$ cat src/rtl/vga_timing_gen.sv
// VGA timing and test-pattern generator: parametrised resolution, programmable sync polarity, coordinate export.
// All outputs are registered one pixel clock after the counter state they describe; free-running, no backpressure.
module vga_timing_gen #(
    parameter int H_ACTIVE  = 640,
    parameter int H_FP      = 16,
    parameter int H_SYNC    = 96,
    parameter int H_BP      = 48,
    parameter int V_ACTIVE  = 480,
    parameter int V_FP      = 10,
    parameter int V_SYNC    = 2,
    parameter int V_BP      = 33,
    parameter bit HS_POL    = 1'b0,
    parameter bit VS_POL    = 1'b0,
    parameter int COLOR_W   = 8,
    parameter int GRID_LOG2 = 5
) (
    input  logic                                                 vga_clk,
    input  logic                                                 rst,
    input  logic [1:0]                                           mode,
    input  logic [3*COLOR_W-1:0]                                 solid_rgb,
    output logic                                                 vga_hs,
    output logic                                                 vga_vs,
    output logic                                                 vga_de,
    output logic [COLOR_W-1:0]                                   vga_r,
    output logic [COLOR_W-1:0]                                   vga_g,
    output logic [COLOR_W-1:0]                                   vga_b,
    output logic [$clog2(H_ACTIVE+H_FP+H_SYNC+H_BP)-1:0]         pix_x,
    output logic [$clog2(V_ACTIVE+V_FP+V_SYNC+V_BP)-1:0]         pix_y,
    output logic                                                 frame_start
);
    localparam int H_TOTAL = H_ACTIVE + H_FP + H_SYNC + H_BP;
    localparam int V_TOTAL = V_ACTIVE + V_FP + V_SYNC + V_BP;
    localparam int X_W     = $clog2(H_TOTAL);
    localparam int Y_W     = $clog2(V_TOTAL);
    localparam int BAR_W   = H_ACTIVE / 8;
    localparam int B_W     = $clog2(BAR_W + 1);

    localparam logic [X_W-1:0] H_LAST  = X_W'(H_TOTAL - 1);
    localparam logic [X_W-1:0] H_ACT_X = X_W'(H_ACTIVE);
    localparam logic [X_W-1:0] HS_BEG  = X_W'(H_ACTIVE + H_FP);
    localparam logic [X_W-1:0] HS_END  = X_W'(H_ACTIVE + H_FP + H_SYNC);
    localparam logic [Y_W-1:0] V_LAST  = Y_W'(V_TOTAL - 1);
    localparam logic [Y_W-1:0] V_ACT_Y = Y_W'(V_ACTIVE);
    localparam logic [Y_W-1:0] VS_BEG  = Y_W'(V_ACTIVE + V_FP);
    localparam logic [Y_W-1:0] VS_END  = Y_W'(V_ACTIVE + V_FP + V_SYNC);
    localparam logic [B_W-1:0] BAR_LAST = B_W'(BAR_W - 1);

    logic [X_W-1:0]     h_q, h_d;
    logic [Y_W-1:0]     v_q, v_d;
    logic [B_W-1:0]     bar_cnt_q, bar_cnt_d;
    logic [2:0]         bar_idx_q, bar_idx_d;
    logic [1:0]         mode_q, mode_d;
    logic               hs_q, hs_d, vs_q, vs_d, de_q, de_d, fs_q, fs_d;
    logic [COLOR_W-1:0] r_q, r_d, g_q, g_d, b_q, b_d;
    logic [X_W-1:0]     px_q;
    logic [Y_W-1:0]     py_q;
    logic               grid_on;
    logic [COLOR_W-1:0] grad_r, grad_g;

    // Counters, plus a bar sub-counter that tracks h_q so the bar index needs no divider.
    always_comb begin
        h_d       = h_q + 1'b1;
        v_d       = v_q;
        bar_cnt_d = bar_cnt_q + 1'b1;
        bar_idx_d = bar_idx_q;
        if (h_q == H_LAST) begin
            h_d       = '0;
            bar_cnt_d = '0;
            bar_idx_d = '0;
            v_d       = (v_q == V_LAST) ? '0 : v_q + 1'b1;
        end else if (bar_cnt_q == BAR_LAST) begin
            bar_cnt_d = '0;
            bar_idx_d = bar_idx_q + 1'b1;
        end
    end

    always_comb begin
        fs_d    = (h_q == '0) && (v_q == '0);
        mode_d  = fs_d ? mode : mode_q;
        de_d    = (h_q < H_ACT_X) && (v_q < V_ACT_Y);
        hs_d    = ((h_q >= HS_BEG) && (h_q < HS_END)) ? HS_POL : ~HS_POL;
        vs_d    = ((v_q >= VS_BEG) && (v_q < VS_END)) ? VS_POL : ~VS_POL;
        grid_on = (h_q[GRID_LOG2-1:0] == '0) || (v_q[GRID_LOG2-1:0] == '0);
        grad_r  = COLOR_W'(h_q);
        grad_g  = COLOR_W'(v_q);
        r_d     = '0;
        g_d     = '0;
        b_d     = '0;
        if (de_d) begin
            case (mode_d)
                2'd0: {r_d, g_d, b_d} = solid_rgb;
                2'd1: begin
                    // Bar order W,Y,C,G,M,R,B,K maps each channel to one inverted index bit.
                    r_d = {COLOR_W{~bar_idx_q[1]}};
                    g_d = {COLOR_W{~bar_idx_q[2]}};
                    b_d = {COLOR_W{~bar_idx_q[0]}};
                end
                2'd2: begin
                    r_d = {COLOR_W{grid_on}};
                    g_d = {COLOR_W{grid_on}};
                    b_d = {COLOR_W{grid_on}};
                end
                default: begin
                    r_d = grad_r;
                    g_d = grad_g;
                    b_d = grad_r + grad_g;
                end
            endcase
        end
    end

    always_ff @(posedge vga_clk or posedge rst) begin
        if (rst) begin
            h_q       <= '0;
            v_q       <= '0;
            bar_cnt_q <= '0;
            bar_idx_q <= '0;
            mode_q    <= 2'd0;
            hs_q      <= ~HS_POL;
            vs_q      <= ~VS_POL;
            de_q      <= 1'b0;
            fs_q      <= 1'b0;
            r_q       <= '0;
            g_q       <= '0;
            b_q       <= '0;
            px_q      <= '0;
            py_q      <= '0;
        end else begin
            h_q       <= h_d;
            v_q       <= v_d;
            bar_cnt_q <= bar_cnt_d;
            bar_idx_q <= bar_idx_d;
            mode_q    <= mode_d;
            hs_q      <= hs_d;
            vs_q      <= vs_d;
            de_q      <= de_d;
            fs_q      <= fs_d;
            r_q       <= r_d;
            g_q       <= g_d;
            b_q       <= b_d;
            px_q      <= h_q;
            py_q      <= v_q;
        end
    end

    assign vga_hs      = hs_q;
    assign vga_vs      = vs_q;
    assign vga_de      = de_q;
    assign vga_r       = r_q;
    assign vga_g       = g_q;
    assign vga_b       = b_q;
    assign pix_x       = px_q;
    assign pix_y       = py_q;
    assign frame_start = fs_q;
endmodule

$ cat config.mk
export PLATFORM = sky130hd
export DESIGN_NAME = vga_timing_gen
export DESIGN_NICKNAME = d
export VERILOG_FILES = /design/src/rtl/vga_timing_gen.sv
export SDC_FILE = /design/constraint.sdc
export NUM_CORES = 1
export LEC_CHECK = 0
export ABC_AREA = 1
export CORE_MARGIN = 10
export CORE_UTILIZATION = 30
export CTS_CLUSTER_SIZE = 25
export DETAILED_ROUTE_END_ITERATION = 7
export SYNTH_ARGS = -nofsm -noshare
export SYNTH_HDL_FRONTEND = slang
export SYNTH_SLANG_ARGS = --single-unit
$ cat constraint.sdc
create_clock -name vga_clk -period 3 [get_ports vga_clk]
set_input_delay 0.6 -clock vga_clk [delete_from_list [all_inputs] [get_ports vga_clk]]
set_output_delay 0.6 -clock vga_clk [all_outputs]
set_load 0.01 [all_outputs]
==> metrics.json <==
{
  "place.detailed.instances": 692,
  "placement.io_buffers": 75,
  "clock_insertion_delay_worst_skew_ns": 0.34,
  "critPathMaxStageDelay_ns": 0.48,
  "clk_pin_slew_worst_paths_ns": 0.06,
  "cts_tree": "built",
  "end_kind": "register",
  "fp.dieH_um": 135.2,
  "timing.final.max_slew_violations": 0,
  "synth.area.top_cells": "sky130_fd_sc_hd__dfrtp_1 (49%), sky130_fd_sc_hd__nor2_1 (7.3%), sky130_fd_sc_hd__nand2_1 (5.7%)",
  "grt_pass1_vias": 3403,
  "finalSetupViolations": 0,
  "worst-setup-path-type": "reg2reg",
  "power_report.internal_total_mw": 1.951,
  "dr.pass1.iters": 4,
  "count_of_state_elements_after_synthesis": 80,
  "cts_inserted_buffers": 9,
  "worst-path-max-fanout": 43,
  "core_area_mm2": 0.01314,
  "cts_root_buf": "sky130_fd_sc_hd__clkbuf_16",
  "detailed_place_hpwl_um": 7856,
  "final_cell_area_mm2": 0.005246,
  "period_needed_ns": 2.415,
  "tightest_slew_ns": 0.7246,
  "register_share_of_total_power_pct": 44.6,
  "grt_overflow_total": 0,
  "drt-wirelength-per-cell_um": 14.98,
  "total_clock_sinks": 80,
  "max_freq_mhz": 414.1,
  "cp_cell_sequence": "inv_1, ha_1, nand2_1, nor2_2, nand4_2, nand2_4, nor2_8, inv_4, nand2_1, nor2_1, nor2_1",
  "yosysTopAreaCellShare_pct": 48.99,
  "placedInstanceArea_mm2": 0.004936,
  "max-cap-violations": 0,
  "total_via_count_after_detailed_routing": 3285,
  "syn2layout_area_growth_pct": 31.69,
  "power.density_cell_area_mw_per_mm2": 479.7,
  "floorplan.die_area_mm2": 0.01829,
  "route.antenna.remaining_nets": 0,
  "grtUsageTotal_pct": 11.90,
  "drive_above_1_share_pct": 11.86,
  "final.setup_skew_ns": 0.007114,
  "post_synth_instance_area_mm2": 0.003984,
  "result_of_the_run": "completed",
  "synth_warnings": 0,
  "setup.worst_path.start_class": "register",
  "critical-path-top-delay-family": "simple AND/OR/NAND/NOR gates",
  "worstReg2RegStart": "v_q[1]",
  "dieWidth_um": 135.2,
  "antenna_found_initial": 0,
  "critPathRequiredTime_ns": 3.23,
  "rows": 42,
  "power.combinational.fraction_pct": 9.6,
  "cp_data_arrival_time_ns": 2.65,
  "grt_max_degree": 51,
  "maximum_count_of_clock_buffers_along_a_single_path": 2,
  "post-layout-total-power_mw": 2.516,
  "finalSetupTns_ns": 0,
  "post_synth_cell_types": 38,
  "switching_power_uw": 565.8,
  "layout.core_utilization_pct": 39.93,
  "postRouteWirelength_um": 10590,
  "ports": 76,
  "synth_seq_area_share_pct": 50.31,
  "ctsHtreeMaxLevel": 3,
  "netSwitchingFraction_pct": 22.48,
  "startpoint_of_the_tightest_hold_check_path": "h_q[9]",
  "crit_buf_inv": 2,
  "synth_area_per_cell_um2": 8.932,
  "antenna_cells": 0,
  "critical-path-slowest-cell": "sky130_fd_sc_hd__dfrtp_1",
  "power_frac_clock_pct": 45.8,
  "pre_cts_slack_ns": 0.6097,
  "timing.hold.worst.class": "reg2reg",
  "power.ir.vdd_worst_mv": 0.2470,
  "starting_density_of_the_core_pct": 30.32,
  "drt_iter0_markers": 254,
  "finish.net_count": 569,
  "hold-worst-slack_ns": 0.4416,
  "routabilityCongestion": 0.8478,
  "synthDominantAreaCellType": "sky130_fd_sc_hd__dfrtp_1",
  "hold_viol_final": 0,
  "critical_path.startpoint": "v_q[1]",
  "final_critical_path_setup_slack_ns": 0.5852,
  "postSynthNetCount": 488,
  "via_per_inst": 4.646,
  "wire_length_of_the_first_global_routing_pass_um": 17120,
  "post-route-drc-count": 0,
  "leakagePower_nw": 2.514,
  "post_cts_resized": 0,
  "max_slew_margin_pct": 51.32,
  "cts_hold_buf": 0,
  "stdcell_count": 707,
  "synth_cells": 446,
  "nFillCells": 1327,
  "post-cts-setup-buffer-count": 0,
  "final_worst_path_period_share_pct": 80.49,
  "setup_repair_after_global_routing_missed_its_margin": "false"
}
-- cell families (layout without fill, tap and decap cells) --
kind of cell	Yosys count	after routing	synth area share (%)
flops	80	80	50.31
buf+inv	55	140	6.564
compound gates	53	53	7.255
fa+ha+maj	14	14	4.586
xor+xnor	13	13	2.858
simple gates	231	231	28.42
-- path summary, 6_finish.rpt --
path	end	slack, ns	cells past startpoint
max in group asynchronous	vga_vs	1.68	3
worst max register to register	vga_b[1]	0.59	11
worst max-delay path	vga_b[1]	0.59	11
worst min-delay path	pix_x[9]	0.44	0
worst min register to register	pix_x[9]	0.44	0
min in group asynchronous	vga_de	0.62	2
-- metal layers --
layer	wire length (um)	up-vias	track usage [%]	part of all wire, %
met1	4567	1564	13.50	43
met3	553	17	3.042	5.2
li1	-	1621	-	-
met2	5225	83	20.29	49
met5	0	-	0	0
met4	246	0	5.981	2.3
-- layout by cell type (no fill, tap or decap), types with 2 or more instances in the layout --
cell                              count
sky130_fd_sc_hd__nand4_2              2
sky130_fd_sc_hd__and3_1               2
sky130_fd_sc_hd__nand2_1             60
sky130_fd_sc_hd__nor2_4               3
sky130_fd_sc_hd__clkinvlp_4           2
sky130_fd_sc_hd__nor3_1              12
sky130_fd_sc_hd__nor2_2               2
sky130_fd_sc_hd__nand4_1              8
sky130_fd_sc_hd__buf_4                7
sky130_fd_sc_hd__xor2_1              10
sky130_fd_sc_hd__bufinv_16            2
sky130_fd_sc_hd__nand3_2              3
sky130_fd_sc_hd__dfrtp_1             78
sky130_fd_sc_hd__ha_1                13
sky130_fd_sc_hd__nand2_2             15
sky130_fd_sc_hd__inv_1               39
sky130_fd_sc_hd__nor2_1              77
sky130_fd_sc_hd__dfstp_2              2
sky130_fd_sc_hd__a21oi_1             15
sky130_fd_sc_hd__o21ai_1             19
sky130_fd_sc_hd__clkinv_2             3
sky130_fd_sc_hd__nor2_8               2
sky130_fd_sc_hd__clkbuf_16            9
sky130_fd_sc_hd__nand3_1             40
sky130_fd_sc_hd__clkdlybuf4s50_1     75
sky130_fd_sc_hd__o21ai_0             11
sky130_fd_sc_hd__nand2_4              2
sky130_fd_sc_hd__xnor2_1              3
sky130_fd_sc_hd__o21ai_2              3
-- cell usage after synthesis --
master,instances
sky130_fd_sc_hd__nand2_1,60
sky130_fd_sc_hd__nor2_4,3
sky130_fd_sc_hd__nand2_4,2
sky130_fd_sc_hd__buf_6,5
sky130_fd_sc_hd__a221oi_1,1
sky130_fd_sc_hd__nand3_4,1
sky130_fd_sc_hd__nand3_2,3
sky130_fd_sc_hd__inv_2,1
sky130_fd_sc_hd__buf_2,3
sky130_fd_sc_hd__a31o_2,1
sky130_fd_sc_hd__a31oi_1,1
sky130_fd_sc_hd__o21ai_0,11
sky130_fd_sc_hd__nand3_1,40
sky130_fd_sc_hd__dfstp_2,2
sky130_fd_sc_hd__xnor2_1,3
sky130_fd_sc_hd__a21oi_1,15
sky130_fd_sc_hd__o22ai_1,1
sky130_fd_sc_hd__o21ai_1,19
sky130_fd_sc_hd__nor2_2,2
sky130_fd_sc_hd__dfrtp_1,78
sky130_fd_sc_hd__nand2_2,15
sky130_fd_sc_hd__nor2_1,77
sky130_fd_sc_hd__o21ai_2,3
sky130_fd_sc_hd__inv_4,1
sky130_fd_sc_hd__inv_1,40
sky130_fd_sc_hd__ha_1,13
sky130_fd_sc_hd__nand4_1,8
sky130_fd_sc_hd__xor2_1,10
sky130_fd_sc_hd__nor3b_1,1
sky130_fd_sc_hd__clkbuf_1,2
sky130_fd_sc_hd__nand4_2,2
sky130_fd_sc_hd__buf_4,3
sky130_fd_sc_hd__and3_1,2
sky130_fd_sc_hd__nor3_1,12
sky130_fd_sc_hd__o211ai_1,1
sky130_fd_sc_hd__nor2_8,2
sky130_fd_sc_hd__fa_1,1
sky130_fd_sc_hd__nor4_2,1
-- power groups by stage --
stage	Clock, mW	Sequential [mW]	Combinational [mW]
2_1_floorplan	0	1.16	0.104
6_report	1.15	1.12	0.243
4_1_cts	1.18	1.12	0.248
5_1_grt	1.22	1.12	0.268
3_3_place_gp	0	1.14	0.245
3_5_place_dp	0	1.14	0.247
-- state kept, by name, indices dropped and copies added (netlist names), 2 cells and up --
signal,count
vga_b,8
vga_g,8
v_q,10
bar_cnt_q,7
pix_y,10
pix_x,10
vga_r,8
bar_idx_q,3
h_q,10
mode_q,2
-- cell type report --
cell class	count	area (um2)	share of cell area, %
inverter	42	161.4	3.077
clock inverter	6	85.08	1.622
sequential	80	2004	38.21
timing repair buffer	83	823.3	15.69
tap	176	220.2	4.197
multi-input combinational	311	1727	32.91
clock buffer	9	225.2	4.293
Note: power is estimated with default switching activity, not from simulation.
